[config.mk]
export PLATFORM = sky130hd
export DESIGN_NAME = pixel_mem_arbiter
export DESIGN_NICKNAME = d
export VERILOG_FILES = /design/src/rtl/pixel_mem_pkg.sv /design/src/rtl/pixel_arb_wait_ctr.sv /design/src/rtl/pixel_mem_arbiter.sv
export SDC_FILE = /design/constraint.sdc
export NUM_CORES = 1
export LEC_CHECK = 0
export BUFFER_PORTS_ARGS = -buffer_cell sky130_fd_sc_hd__buf_2
export CELL_PAD_IN_SITES_DETAIL_PLACEMENT = 1
export CELL_PAD_IN_SITES_GLOBAL_PLACEMENT = 2
export CORE_MARGIN = 2
export CORE_UTILIZATION = 29
export DETAILED_ROUTE_END_ITERATION = 12
export GPL_ROUTABILITY_DRIVEN = 0
export PLACE_DENSITY_LB_ADDON = 0.1
export SLEW_MARGIN = 40
export SYNTH_ARGS = -nofsm -noshare
export SYNTH_HDL_FRONTEND = slang
export SYNTH_HIERARCHICAL = 1
export SYNTH_SLANG_ARGS = --single-unit
[constraint.sdc]
create_clock -name clk -period 2.17 [get_ports clk]
set_input_delay 0 -clock clk [delete_from_list [all_inputs] [get_ports clk]]
set_output_delay 0 -clock clk [all_outputs]
set_load 0.1 [all_outputs]
[src/rtl/pixel_mem_pkg.sv]
// Shared owner encoding, default widths and read-tag codes for the pixel memory arbiter.
package pixel_mem_pkg;

   localparam int DEF_ADDR_W = 16;
   localparam int DEF_DATA_W = 8;

   typedef enum logic [1:0] {
      OWN_IDLE = 2'd0,
      OWN_CPU  = 2'd1,
      OWN_VGA  = 2'd2
   } owner_e;

   localparam logic TAG_CPU = 1'b0;
   localparam logic TAG_VGA = 1'b1;

endpackage

[src/rtl/pixel_arb_wait_ctr.sv]
// Saturating starvation counter: counts denied CPU cycles up to MAX_WAIT, clears on grant.
// Latency: count visible one cycle after the stall it records; no backpressure.
module pixel_arb_wait_ctr #(
   parameter int MAX_WAIT = 4
) (
   input  logic       clk,
   input  logic       rst,
   input  logic       inc,
   input  logic       clr,
   output logic [3:0] cnt
);

   localparam logic [3:0] LIM = 4'(MAX_WAIT);

   always_ff @(posedge clk) begin
      if (rst) begin
         cnt <= '0;
      end else if (clr) begin
         cnt <= '0;
      end else if (inc && (cnt != LIM)) begin
         cnt <= cnt + 4'd1;
      end
   end

endmodule

[src/rtl/pixel_mem_arbiter.sv]
// Arbitrates the single-port pixel memory between CPU str/ldr and VGA fetches (VGA priority).
// Latency: grant combinational, mem_* one cycle later, read data two cycles after grant.
// Backpressure: loser sees gnt=0 (cpu_stall); PIXEL_ARB_STARVE_GUARD_EN bounds CPU wait.
module pixel_mem_arbiter
   import pixel_mem_pkg::*;
#(
   parameter int ADDR_W   = DEF_ADDR_W,
   parameter int DATA_W   = DEF_DATA_W,
   parameter int MAX_WAIT = 4
) (
   input  logic              clk,
   input  logic              rst,
   input  logic              cpu_req,
   input  logic              cpu_we,
   input  logic [ADDR_W-1:0] cpu_addr,
   input  logic [DATA_W-1:0] cpu_wdata,
   output logic              cpu_gnt,
   output logic              cpu_stall,
   output logic              cpu_rvalid,
   output logic [DATA_W-1:0] cpu_rdata,
   input  logic              vga_req,
   input  logic [ADDR_W-1:0] vga_addr,
   output logic              vga_gnt,
   output logic              vga_rvalid,
   output logic [DATA_W-1:0] vga_rdata,
   output logic [ADDR_W-1:0] mem_addr,
   output logic [DATA_W-1:0] mem_wdata,
   output logic              mem_we,
   input  logic [DATA_W-1:0] mem_rdata
);

   logic [3:0]        wait_cnt;
   logic              guard_win;
   owner_e            slot_q;
   logic              slot_rd;
   logic              tag_vld_q;
   logic              tag_q;
   logic [DATA_W-1:0] cpu_rdata_q;
   logic [DATA_W-1:0] vga_rdata_q;

`ifdef PIXEL_ARB_STARVE_GUARD_EN
   localparam logic GUARD_EN = 1'b1;

   pixel_arb_wait_ctr #(.MAX_WAIT(MAX_WAIT)) u_wait_ctr (
      .clk (clk),
      .rst (rst),
      .inc (cpu_stall),
      .clr (cpu_gnt),
      .cnt (wait_cnt)
   );
`else
   localparam logic GUARD_EN = 1'b0;

   assign wait_cnt = '0;
`endif

   assign guard_win = GUARD_EN && (wait_cnt == 4'(MAX_WAIT));

   assign vga_gnt   = vga_req & ~(cpu_req & guard_win);
   assign cpu_gnt   = cpu_req & (~vga_req | guard_win);
   assign cpu_stall = cpu_req & ~cpu_gnt;

   // Slot register follows the winner; VGA leaves mem_wdata untouched.
   always_ff @(posedge clk) begin
      if (rst) begin
         slot_q    <= OWN_IDLE;
         mem_addr  <= '0;
         mem_wdata <= '0;
         mem_we    <= 1'b0;
      end else if (cpu_gnt) begin
         slot_q    <= OWN_CPU;
         mem_addr  <= cpu_addr;
         mem_wdata <= cpu_wdata;
         mem_we    <= cpu_we;
      end else if (vga_gnt) begin
         slot_q    <= OWN_VGA;
         mem_addr  <= vga_addr;
         mem_we    <= 1'b0;
      end else begin
         slot_q    <= OWN_IDLE;
         mem_we    <= 1'b0;
      end
   end

   // A CPU slot is a read exactly when the registered write enable is low.
   assign slot_rd = (slot_q == OWN_VGA) || ((slot_q == OWN_CPU) && !mem_we);

   always_ff @(posedge clk) begin
      if (rst) begin
         tag_vld_q <= 1'b0;
         tag_q     <= TAG_CPU;
      end else begin
         tag_vld_q <= slot_rd;
         tag_q     <= (slot_q == OWN_VGA) ? TAG_VGA : TAG_CPU;
      end
   end

   assign cpu_rvalid = tag_vld_q && (tag_q == TAG_CPU);
   assign vga_rvalid = tag_vld_q && (tag_q == TAG_VGA);
   assign cpu_rdata  = cpu_rvalid ? mem_rdata : cpu_rdata_q;
   assign vga_rdata  = vga_rvalid ? mem_rdata : vga_rdata_q;

   always_ff @(posedge clk) begin
      if (rst) begin
         cpu_rdata_q <= '0;
         vga_rdata_q <= '0;
      end else begin
         if (cpu_rvalid) cpu_rdata_q <= mem_rdata;
         if (vga_rvalid) vga_rdata_q <= mem_rdata;
      end
   end

endmodule

==> metrics.csv <==
metric,value,unit
finalMaxSlewViolations,0,
clock.fmax,0.5517,GHz
crit_buf_inv,1,
core,6681,um^2
path_max_fanout,9,
peakVddDrop,296.6,uV
clk_pin_slew,0.08,ns
remaining_drc_errors,0,
cellLeakagePower,1.465,nW
die_area,7502,um^2
dp.cells,346,
r2r_cells,3,
track_usage,0.1326,
share_comb_of_total_power,0.305,
hold_path_class,input port to flop,
grt-ovfl-total,0,
clock_latency,0.28,ns
clock_skew,0.003403,ns
rsz0062_at_grt,no,
synthTopCellsByArea,"dfxtp_1, mux2_4, mux2_2",
finalHoldViolations,0,
crit_path_top_delay_cell,nand2b_1,
min_period_over_period,0.8352,
synth_seq_cells,45,
startpoint_type,flop,
grt_pass1_vias,1651,
path_delay_family,simple AND/OR/NAND/NOR gates,
p_sw,734.6,uW
clockRootBuffer,clkbuf_8,
wirelength,4.896,mm
clkPwrFrac,0.270,
dieWidth,86.62,um
worst_hold_startpoint,cpu_addr[11],
cp-end-kind,output pin,
rr_endpoint,cpu_rdata_q[0],
io_buffers,98,
place_hpwl,3.441,mm
netlist_area,1979,um^2
ant_nets,0,
p_seq_frac,0.425,
routedWlPerCell,12.92,um
path_class,flop to output pin,
synth_warnings,6,
holdPathEnd,mem_addr[11],
setup_tns,0,ns
finalNetCount,351,
io_pins,99,
htree_num_levels,2,
synth_seq_area_share,0.4551,
instances_no_fill,379,
start_util,0.2963,
fin_hold_ws,0.07069,ns
cp.arrival,1.81,ns
p_per_area,723.6,nW/um^2
min_path_cells,4,
grt_pass1_wl,7.955,mm
maxCapViolCount,0,
timing.final.setup_violations,0,
syn_inst,175,
vias_per_cell,4.245,
drtIter0Drc,14,
r2r_setup_slack,0.73,ns
final_util,0.4290,
path_cells,"nand2b_1, mux2_4, buf_2",
period_needed,1.812,ns
yosysTopAreaCellShare,0.4551,
clock_sinks,45,
intPower,1.340,mW
first_pass_iters,2,
grt_max_degree,21,
antenna_cells,0,
slew_headroom,0.6032,
tightest_slew,0.5952,ns
synth_area_leader_cell,dfxtp_1,
cts_tree,done,
ys_types,22,
cts_made_buffers,5,
num_rows,30,
synth_nets,228,
total_power,2.074,mW
critical-path-max-stage-delay,0.49,ns
reg2reg_from,tag_q,
outcome,"finished, final reports clean",
layout-drive-gt1-share,0.5184,
crit_required,2.17,ns
vias,1609,
antenna_found_initial,0,
cts_buffer_depth,2,
switching_share,0.3542,
fp.dieH,86.62,um
layout-area-overhead-vs-synth,44.82,%
synth_area_per_cell,11.31,um^2
[layout by cell type, fill, tap and decap left out, drive strengths merged]
| cell | count |
|---|---|
| dfxtp | 45 |
| inv | 3 |
| mux2 | 32 |
| nand2 | 17 |
| nand2b | 3 |
| or3b | 1 |
| clkinv | 1 |
| and2 | 2 |
| buf | 103 |
| nor2b | 17 |
| dlygate4sd3 | 25 |
| mux2i | 16 |
| a21oi | 9 |
| nor2 | 18 |
| clkbuf | 7 |
[registers in the layout, indices dropped and copies added, names as in the netlist]
name / flops
mem_addr: 16
tag_q: 1
cpu_rdata_q: 8
mem_we: 1
slot_q: 2
mem_wdata: 8
tag_vld_q: 1
vga_rdata_q: 8
[logic make-up after synthesis]
family / share of synthesized area
buf+inv: 0.05373
mux: 0.2952
compound gates: 0.02275
flops: 0.4551
simple gates: 0.1732
[cell usage after synthesis, drive strengths merged]
cell type	instances
nand2	17
clkbuf	2
nor2b	17
nand2b	3
nor2	18
inv	3
or3b	1
a21oi	9
mux2i	16
and2	2
dfxtp	45
mux2	32
buf	10
[final cells by class]
cell class / instances / area [um^2]
Fill cell: 814 / 3815
Inverter: 3 / 13.76
Multi-Input combinational cell: 115 / 972.2
Sequential cell: 45 / 900.9
Tap cell: 80 / 100.1
Clock buffer: 7 / 96.34
Timing Repair Buffer: 128 / 778.2
Clock inverter: 1 / 5.005
[timing repair]
item / 4_1_cts / 5_1_grt
resized for setup: 0 / 0
setup buffers: 0 / 0
hold buffers: 25 / 0
hold endpoints to repair: 25 / 0
[worst max-delay path by stage]
stage | startpoint | to | slack [ns] | cells after the start
final | tag_q | cpu_rdata[0] | 0.36 | 3
after CTS | tag_q | cpu_rdata[3] | 0.30 | 3
after detailed placement | tag_q | cpu_rdata[3] | 0.64 | 3
after global routing | tag_q | cpu_rdata[3] | 0.23 | 3
after floorplan | mem_addr[15] | mem_addr[15] | 0.77 | 3
after global placement | tag_q | cpu_rdata[1] | 0.66 | 3
[metal layers]
| metal | global-route usage | wire length (um) | up-vias |
|---|---|---|---|
| met1 | 0.1597 | 2092 | 736 |
| met3 | 0.03810 | 288 | 4 |
| met4 | 0.03125 | 55 | 0 |
| li1 | - | - | 817 |
| met5 | 0 | 0 | - |
| met2 | 0.2329 | 2460 | 52 |
[worst register-to-register path: stages (launching register included)]
cell,delay [ns]
dfxtp_1,0.34
nand2b_1,0.49
mux2_4,0.36
nor2b_4,0.12
[per-stage QoR]
step | worst slack, ns | area [um^2]
after CTS | 0.3029 | 2867
after floorplan | 0.7692 | 1979
after global placement | 0.6628 | 2515
final | 0.3575 | 2867
after detailed placement | 0.6409 | 2515
after global routing | 0.2298 | 2867
[power by group through the flow]
stage          Sequential, mW  Combinational [mW]  Clock (mW)
3_3_place_gp            0.901               0.600           0
3_5_place_dp            0.901               0.602           0
4_1_cts                 0.882               0.637       0.595
5_1_grt                 0.888               0.665       0.623
6_report                0.882               0.633       0.560
2_1_floorplan            1.11               0.289           0
Note: power is estimated with default switching activity, not from simulation.
